[src/rtl/rx_dispatch.sv]
// rtl/rx_dispatch.sv - routes whole MAC RX frames to the tsn or pl2ps sink by EtherType
module rx_dispatch #(
    parameter int          AXIS_DATA_WIDTH = 8,
    parameter logic [15:0] TSN_ETHERTYPE   = 16'h88B5,
    parameter bit          FWD_OTHER       = 1'b1
) (
    input  logic                       axis_aclk,
    input  logic                       axis_reset,
    input  logic [AXIS_DATA_WIDTH-1:0] rx_axis_tdata,
    input  logic                       rx_axis_tvalid,
    input  logic                       rx_axis_tlast,
    output logic                       rx_axis_tready,
    output logic [AXIS_DATA_WIDTH-1:0] rx_axis_tsn_tdata,
    output logic                       rx_axis_tsn_tvalid,
    output logic                       rx_axis_tsn_tlast,
    input  logic                       rx_axis_tsn_tready,
    output logic [AXIS_DATA_WIDTH-1:0] rx_axis_pl2ps_tdata,
    output logic                       rx_axis_pl2ps_tvalid,
    output logic                       rx_axis_pl2ps_tlast,
    input  logic                       rx_axis_pl2ps_tready,
    output logic [31:0]                cnt_tsn,
    output logic [31:0]                cnt_pl2ps,
    output logic [31:0]                cnt_drop
);

    typedef enum logic [2:0] {S_HDR, S_DECIDE, S_REPLAY, S_PASS, S_DROP} state_t;

    state_t                     state, state_nxt;
    logic [AXIS_DATA_WIDTH-1:0] hdr_buf [0:17];
    logic [4:0]                 hdr_idx;
    logic [4:0]                 rp_idx;
    logic                       hdr_last;
    logic                       sel;
    logic [AXIS_DATA_WIDTH-1:0] out_data;
    logic                       out_valid;
    logic                       out_last;

    logic        rx_fire;
    logic        tag_now;
    logic        hdr_done;
    logic        vlan;
    logic [4:0]  hdr_end;
    logic [15:0] ethertype;
    logic        route_tsn;
    logic        route_pl2ps;
    logic        sel_tready;
    logic        replay_fire;

    assign rx_fire     = rx_axis_tvalid && rx_axis_tready;
    assign tag_now     = {hdr_buf[12], rx_axis_tdata} == 16'h8100;
    assign hdr_done    = (hdr_idx == 5'd13 && !tag_now) || hdr_idx == 5'd17;
    assign vlan        = {hdr_buf[12], hdr_buf[13]} == 16'h8100;
    assign hdr_end     = vlan ? 5'd17 : 5'd13;
    assign ethertype   = vlan ? {hdr_buf[16], hdr_buf[17]} : {hdr_buf[12], hdr_buf[13]};
    assign route_tsn   = ethertype == TSN_ETHERTYPE;
    assign route_pl2ps = !route_tsn && (FWD_OTHER || ethertype == 16'h88F7);
    assign sel_tready  = sel ? rx_axis_pl2ps_tready : rx_axis_tsn_tready;
    assign replay_fire = out_valid && sel_tready;

    always_comb begin
        state_nxt = state;
        case (state)
            S_HDR:    if (rx_fire && hdr_done) state_nxt = S_DECIDE;
            S_DECIDE: begin
                if (route_tsn || route_pl2ps) state_nxt = S_REPLAY;
                else if (hdr_last)            state_nxt = S_HDR;
                else                          state_nxt = S_DROP;
            end
            S_REPLAY: if (replay_fire && rp_idx == hdr_end) state_nxt = hdr_last ? S_HDR : S_PASS;
            S_PASS, S_DROP: if (rx_fire && rx_axis_tlast) state_nxt = S_HDR;
            default:  state_nxt = S_HDR;
        endcase
    end

    // Header storage needs no reset: it is always rewritten before being read.
    always_ff @(posedge axis_aclk) begin
        if (state == S_HDR && rx_fire) hdr_buf[hdr_idx] <= rx_axis_tdata;
    end

    always_ff @(posedge axis_aclk) begin
        if (axis_reset) begin
            state     <= S_HDR;
            hdr_idx   <= 5'd0;
            rp_idx    <= 5'd0;
            hdr_last  <= 1'b0;
            sel       <= 1'b0;
            out_data  <= '0;
            out_valid <= 1'b0;
            out_last  <= 1'b0;
            cnt_tsn   <= 32'd0;
            cnt_pl2ps <= 32'd0;
            cnt_drop  <= 32'd0;
        end else begin
            state <= state_nxt;
            case (state)
                S_HDR: if (rx_fire) begin
                    if (hdr_done) begin
                        hdr_last <= rx_axis_tlast;
                        hdr_idx  <= 5'd0;
                    end else if (rx_axis_tlast) begin
                        cnt_drop <= cnt_drop + 32'd1;
                        hdr_idx  <= 5'd0;
                    end else begin
                        hdr_idx  <= hdr_idx + 5'd1;
                    end
                end
                S_DECIDE: begin
                    sel <= route_pl2ps;
                    if (route_tsn || route_pl2ps) begin
                        out_valid <= 1'b1;
                        out_data  <= hdr_buf[0];
                        out_last  <= 1'b0;
                        rp_idx    <= 5'd0;
                    end else if (hdr_last) begin
                        cnt_drop <= cnt_drop + 32'd1;
                    end
                end
                S_REPLAY: if (replay_fire) begin
                    if (rp_idx == hdr_end) begin
                        out_valid <= 1'b0;
                        out_last  <= 1'b0;
                        out_data  <= '0;
                        if (hdr_last && sel)  cnt_pl2ps <= cnt_pl2ps + 32'd1;
                        if (hdr_last && !sel) cnt_tsn   <= cnt_tsn + 32'd1;
                    end else begin
                        rp_idx   <= rp_idx + 5'd1;
                        out_data <= hdr_buf[rp_idx + 5'd1];
                        out_last <= hdr_last && (rp_idx + 5'd1 == hdr_end);
                    end
                end
                S_PASS: if (rx_fire && rx_axis_tlast) begin
                    if (sel) cnt_pl2ps <= cnt_pl2ps + 32'd1;
                    else     cnt_tsn   <= cnt_tsn + 32'd1;
                end
                S_DROP: if (rx_fire && rx_axis_tlast) cnt_drop <= cnt_drop + 32'd1;
                default: ;
            endcase
        end
    end

    // PASS is a combinational path from the MAC, REPLAY drives from the header registers.
    logic                       drv_valid;
    logic                       drv_last;
    logic [AXIS_DATA_WIDTH-1:0] drv_data;

    always_comb begin
        drv_valid = 1'b0;
        drv_last  = 1'b0;
        drv_data  = '0;
        if (state == S_REPLAY) begin
            drv_valid = out_valid;
            drv_last  = out_last;
            drv_data  = out_data;
        end else if (state == S_PASS) begin
            drv_valid = rx_axis_tvalid;
            drv_last  = rx_axis_tlast;
            drv_data  = rx_axis_tdata;
        end
    end

    assign rx_axis_tsn_tvalid   = !axis_reset && !sel && drv_valid;
    assign rx_axis_tsn_tlast    = !axis_reset && !sel && drv_last;
    assign rx_axis_tsn_tdata    = (!axis_reset && !sel) ? drv_data : '0;
    assign rx_axis_pl2ps_tvalid = !axis_reset && sel && drv_valid;
    assign rx_axis_pl2ps_tlast  = !axis_reset && sel && drv_last;
    assign rx_axis_pl2ps_tdata  = (!axis_reset && sel) ? drv_data : '0;
    assign rx_axis_tready       = !axis_reset && (state == S_HDR || state == S_DROP ||
                                                  (state == S_PASS && sel_tready));

endmodule

[config.mk]
export PLATFORM = sky130hd
export DESIGN_NAME = rx_dispatch
export DESIGN_NICKNAME = d
export VERILOG_FILES = /design/src/rtl/rx_dispatch.sv
export SDC_FILE = /design/constraint.sdc
export NUM_CORES = 1
export LEC_CHECK = 0
export BUFFER_PORTS_ARGS = -buffer_cell sky130_fd_sc_hd__buf_2
export CORE_MARGIN = 5
export CORE_UTILIZATION = 35
export DETAILED_ROUTE_END_ITERATION = 6
export GPL_TIMING_DRIVEN = 0
export SYNTH_ARGS = -nofsm -noshare
export SYNTH_HDL_FRONTEND = slang
export SYNTH_SLANG_ARGS = --single-unit
[constraint.sdc]
create_clock -name axis_aclk -period 9.2 [get_ports axis_aclk]
set_clock_uncertainty 0.1 [all_clocks]
set_input_delay 1.84 -clock axis_aclk [delete_from_list [all_inputs] [get_ports axis_aclk]]
set_output_delay 1.84 -clock axis_aclk [all_outputs]
set_load 0.005 [all_outputs]
---- Yosys cells after proc, flatten, opt, wreduce, memory -nomap -nowiden ----
Memory sizes are Yosys's and may differ from the RTL's.
Index checks and enable logic that the tools add are counted.
storage, ports and cells
  word-level logic and storage cells ...... 131
  output and inout port bits .............. 117
  RAM bits ................................ 144
  bits in read-only memories .............. 0
  memories ................................ 1
  latch bits .............................. 0
  register bits after elaboration ......... 121
  input port bits ......................... 14
cells by class
  multipliers ............................. 0
  equal/unequal tests ..................... 26
  div/mod/pow operators ................... 0
  reduce and logical (&&, ||, !) cells .... 39
  muxes and demuxes ....................... 49
  $lt $le $gt $ge ......................... 0
  bitwise logic cells ..................... 0
  add/sub/neg operators ................... 5
  shifts and indexed selects .............. 0
memory list
  memory   words  width  read ports  clocked after Yosys merged registers in  write ports  line  RTL
  hdr_buf  18     8      6           0                                        1            29    logic [AXIS_DATA_WIDTH-1:0] hdr_buf [0:17];
operators with widths
  operator                 number
  $mux W32                 14
  $pmux W32 S2             3
  $add A32 B1 Y32 const B  3
  $eq A16 B16 Y1 const B   3
  $mux W8                  6
  $ne A2 B2 Y1 const B     15
  $mux W5                  5
  $logic_and A1 B1 Y1      18
  $mux W16                 1
  $pmux W8 S2              1
  $pmux W3 S4              1
  $reduce_and A3 Y1        4
  $reduce_and A6 Y1        2
  $mux W1                  11
  $add A5 B1 Y5 const B    2
  $eq A5 B5 Y1             2
  $pmux W5 S2              1
  $mux W3                  3
  $eq A3 B2 Y1 const B     2
  $reduce_bool A2 Y1       3
  $eq A5 B4 Y1 const B     1
  $eq A5 B5 Y1 const B     1
  $reduce_and A5 Y1        1
  $logic_not A1 Y1         4
  other kinds (8)          12

---- Longest topological paths before layout ----
  depth after elaboration ................. 8
  depth in mapped cells ................... 13
  depth with buffers taken out ............ 7

---- Worst setup path before layout ----
No wires, ideal clock.
  path type ............................... in2out
  start point ............................. input axis_reset
  end point ............................... output rx_axis_tready
  arrival ................................. 2.747 ns
  path slack .............................. 4.513 ns
  path buffers ............................ 3
  required time ........................... 7.260 ns
  stages .................................. 4
  path through ............................ clkbuf_1 clkbuf_1 clkbuf_1 a21oi_1
on the way
  longest elaborated chain between the ends .. 2
ends and longest elaborated chain
  item                 line  RTL
  start, declared      8     input logic axis_reset,
  $logic_not A1 Y1     167   assign rx_axis_tready = !axis_reset && (state == S_HDR || state == S_DROP ||
  $logic_and A1 B1 Y1  167
  end, declared        12    output logic rx_axis_tready,
Every way passes these cells.

---- Worst setup path in the final report ----
Same ends and word-level chain as after synthesis.

==> reports/metrics.cfg <==
[drt]
wl_um=35000
drt_pass1_iterations=5
postRouteAntennaNets=0
drtIter0Drc=685
num_vias=9774
wl_per_cell_um=20.3
viasPerCell=5.65
drc=0

[cts]
postCtsSetupRepairBufs=0
clock_sinks=264
clock_latency_ns=0.55
root_buffer=clkbuf_16
cts_resized=0
hold_buffers=0
clk_path_buf_depth=3
h-tree-depth=1
clk_pin_slew_ns=0.06
cts_tree=yes
numCtsBuffers=29

[sta]
period_share_pct=65.1
setup_viol=0
period_needed_ns=5.99
rsz0062_at_grt=no
relSlewSlack_pct=39.9
slew_viol_final=0
worst_pin_slew_ns=0.890
whs_ns=0.393
hold_viol_final=0
worst_slack_ns=3.21
fmax_mhz=167
tns_ns=0

[power]
irDropWorstVdd_mv=0.121
power_density_nw_per_um2=167
power.total_w=0.00245
cellLeakagePower_nw=4.82

[synthesis]
synth_cell_types=67
synth-warning-count=0
synth.avg_cell_area_um2=11.5
synth_cells=1085
syn_area_um2=12500
syn_nets=1109
synth_seq_cells=264
synth-edff-count=144
async_flop_share_pct=0
ys.flop_type=edfxtp_1
seq_area_frac_synth_pct=53.8

[placement]
post-dp-hpwl_um=24900
port_buffers=129
dp_slack_ns=3.23
post_dp_cell_area_um2=13700
gp_congestion=0.869

[global_routing]
grt_pass1_vias=9503
grt.overflow.total=0
grt_usage_pct=17.2
antenna_found_initial=1
grt_max_degree=21
grt_pass1_wl_um=54500

[die]
io_pins=131
row_count=69
start_util_pct=35.3
dieArea_um2=39600
fp.dieW_um=199
coreArea_um2=35400
die_h_um=199

[worst_setup_path]
crit_fanout=10
r2r-start=rp_idx[0]
critPathKind=in -> out
critPathCaptureType=primary output
arrival_ns=4.05
worst-r2r-cell-count=13
crit_path_start_kind=input port
r2r_end=out_data[2]
r2r_setup_slack_ns=4.87
worstPathRequired_ns=7.26

[worst_hold_path]
hold_path.class=reg -> reg
hold_path_depth=2
min_to=cnt_pl2ps[24]
hp-start=cnt_pl2ps[24]

[status]
status=completed

[finish]
nFillCells=3393
fin_nets=1269
final_cell_area_um2=14700
syn2layout_area_growth_pct=17.3
drive_above_1_share_pct=22.7

[flow_run]
maxCapViolCount=0

[sequential cells by signal, indices dropped and copies added, names as in the netlist]
name       count
hdr_idx        5
out_valid      1
sel            1
cnt_drop      32
hdr_last       1
out_last       1
cnt_pl2ps     32
out_data       8
cnt_tsn       32
state          2
rp_idx         5
hdr_buf      144
[layout by cell type (no fill, tap or decap), types with 20 or more instances in the layout]
| cell type | n |
|---|---|
| edfxtp_1 | 144 |
| mux4_2 | 33 |
| mux2i_1 | 29 |
| nand2_1 | 53 |
| dfxtp_1 | 120 |
| or2_2 | 24 |
| o31ai_1 | 22 |
| nor2b_1 | 23 |
| nand3_1 | 62 |
| o21ai_0 | 29 |
| inv_1 | 20 |
| mux2_2 | 21 |
| clkbuf_1 | 47 |
| or4_1 | 21 |
| o41ai_1 | 23 |
| buf_2 | 143 |
| o311ai_0 | 23 |
| clkbuf_16 | 29 |
| nand4_1 | 21 |
| a21oi_1 | 57 |
| nor2_1 | 83 |
[synth_stat cells (21+ instances only)]
cell type | count | area [µm²]
a21oi_1 | 57 | 285
clkbuf_1 | 40 | 150
dfxtp_1 | 120 | 2400
edfxtp_1 | 144 | 4320
mux2_2 | 21 | 236
mux2i_1 | 29 | 290
mux4_2 | 33 | 743
nand2_1 | 53 | 199
nand3_1 | 62 | 310
nand4_1 | 21 | 131
nor2_1 | 83 | 312
nor2b_1 | 23 | 144
o21ai_0 | 29 | 145
o311ai_0 | 23 | 201
o31ai_1 | 22 | 165
o41ai_1 | 23 | 201
or2_2 | 24 | 150
or4_1 | 21 | 158
[worst max-delay path by stage]
stage,cells after the start,slack [ns],from,end
3_3_place_gp,6,3.21,axis_reset,rx_axis_tready
2_1_floorplan,4,4.51,axis_reset,rx_axis_tready
4_1_cts,6,3.23,axis_reset,rx_axis_tready
5_1_grt,6,3.13,axis_reset,rx_axis_tready
6_report,6,3.21,axis_reset,rx_axis_tready
3_5_place_dp,6,3.23,axis_reset,rx_axis_tready
[where the power goes]
part           switching (W)  internal [W]
logic              0.0000405     0.0000119
registers         0.00000171       0.00124
clock network       0.000470      0.000686
total               0.000513       0.00194
[logic make-up (layout without fill, tap and decap cells)]
group	Yosys count	in the layout	share of synthesized area (%)
fa+ha+maj	10	10	1.00
simple gates	396	396	17.8
mux	84	84	10.3
flops	264	264	53.8
buf+inv	90	272	3.10
other cells	0	1	0
xor+xnor	20	20	1.40
compound gates	221	221	12.6
[stage by stage]
stage	instances	utilization, %
3_5_place_dp	1675	38.8
3_3_place_gp	1675	38.8
2_1_floorplan	1085	-
4_1_cts	1728	41.5
5_1_grt	1729	41.5
6_report	1729	41.5
[final cells by class]
cell class	instances	area (µm²)	area share [%]
flip-flops and latches	264	6730	45.8
multi-input cells	731	5400	36.8
clock buffers	39	793	5.40
repair buffers	129	646	4.40
well taps	461	577	3.93
plain buffers	69	309	2.11
clock inverters	14	151	1.03
inverters	21	78.8	0.537
diodes	1	2.50	0.0170
[critical path, cell delays in order]
cell and delay, ns:
buf_2 0.19, clkbuf_1 0.49, clkbuf_1 0.69, clkbuf_1 0.50, a21oi_1 0.16, buf_2 0.17
[routing by layer]
layer / up-vias / wire length (µm) / track usage (%) / part of all wire [%]
li1: 4590 / - / - / -
met1: 4885 / 15600 / 23.9 / 45
met2: 242 / 16700 / 28.3 / 48
met3: 57 / 1720 / 1.96 / 4.9
met4: 0 / 989 / 5.34 / 2.8
met5: - / 0 / 0 / 0
Note: power is estimated with default switching activity, not from simulation.
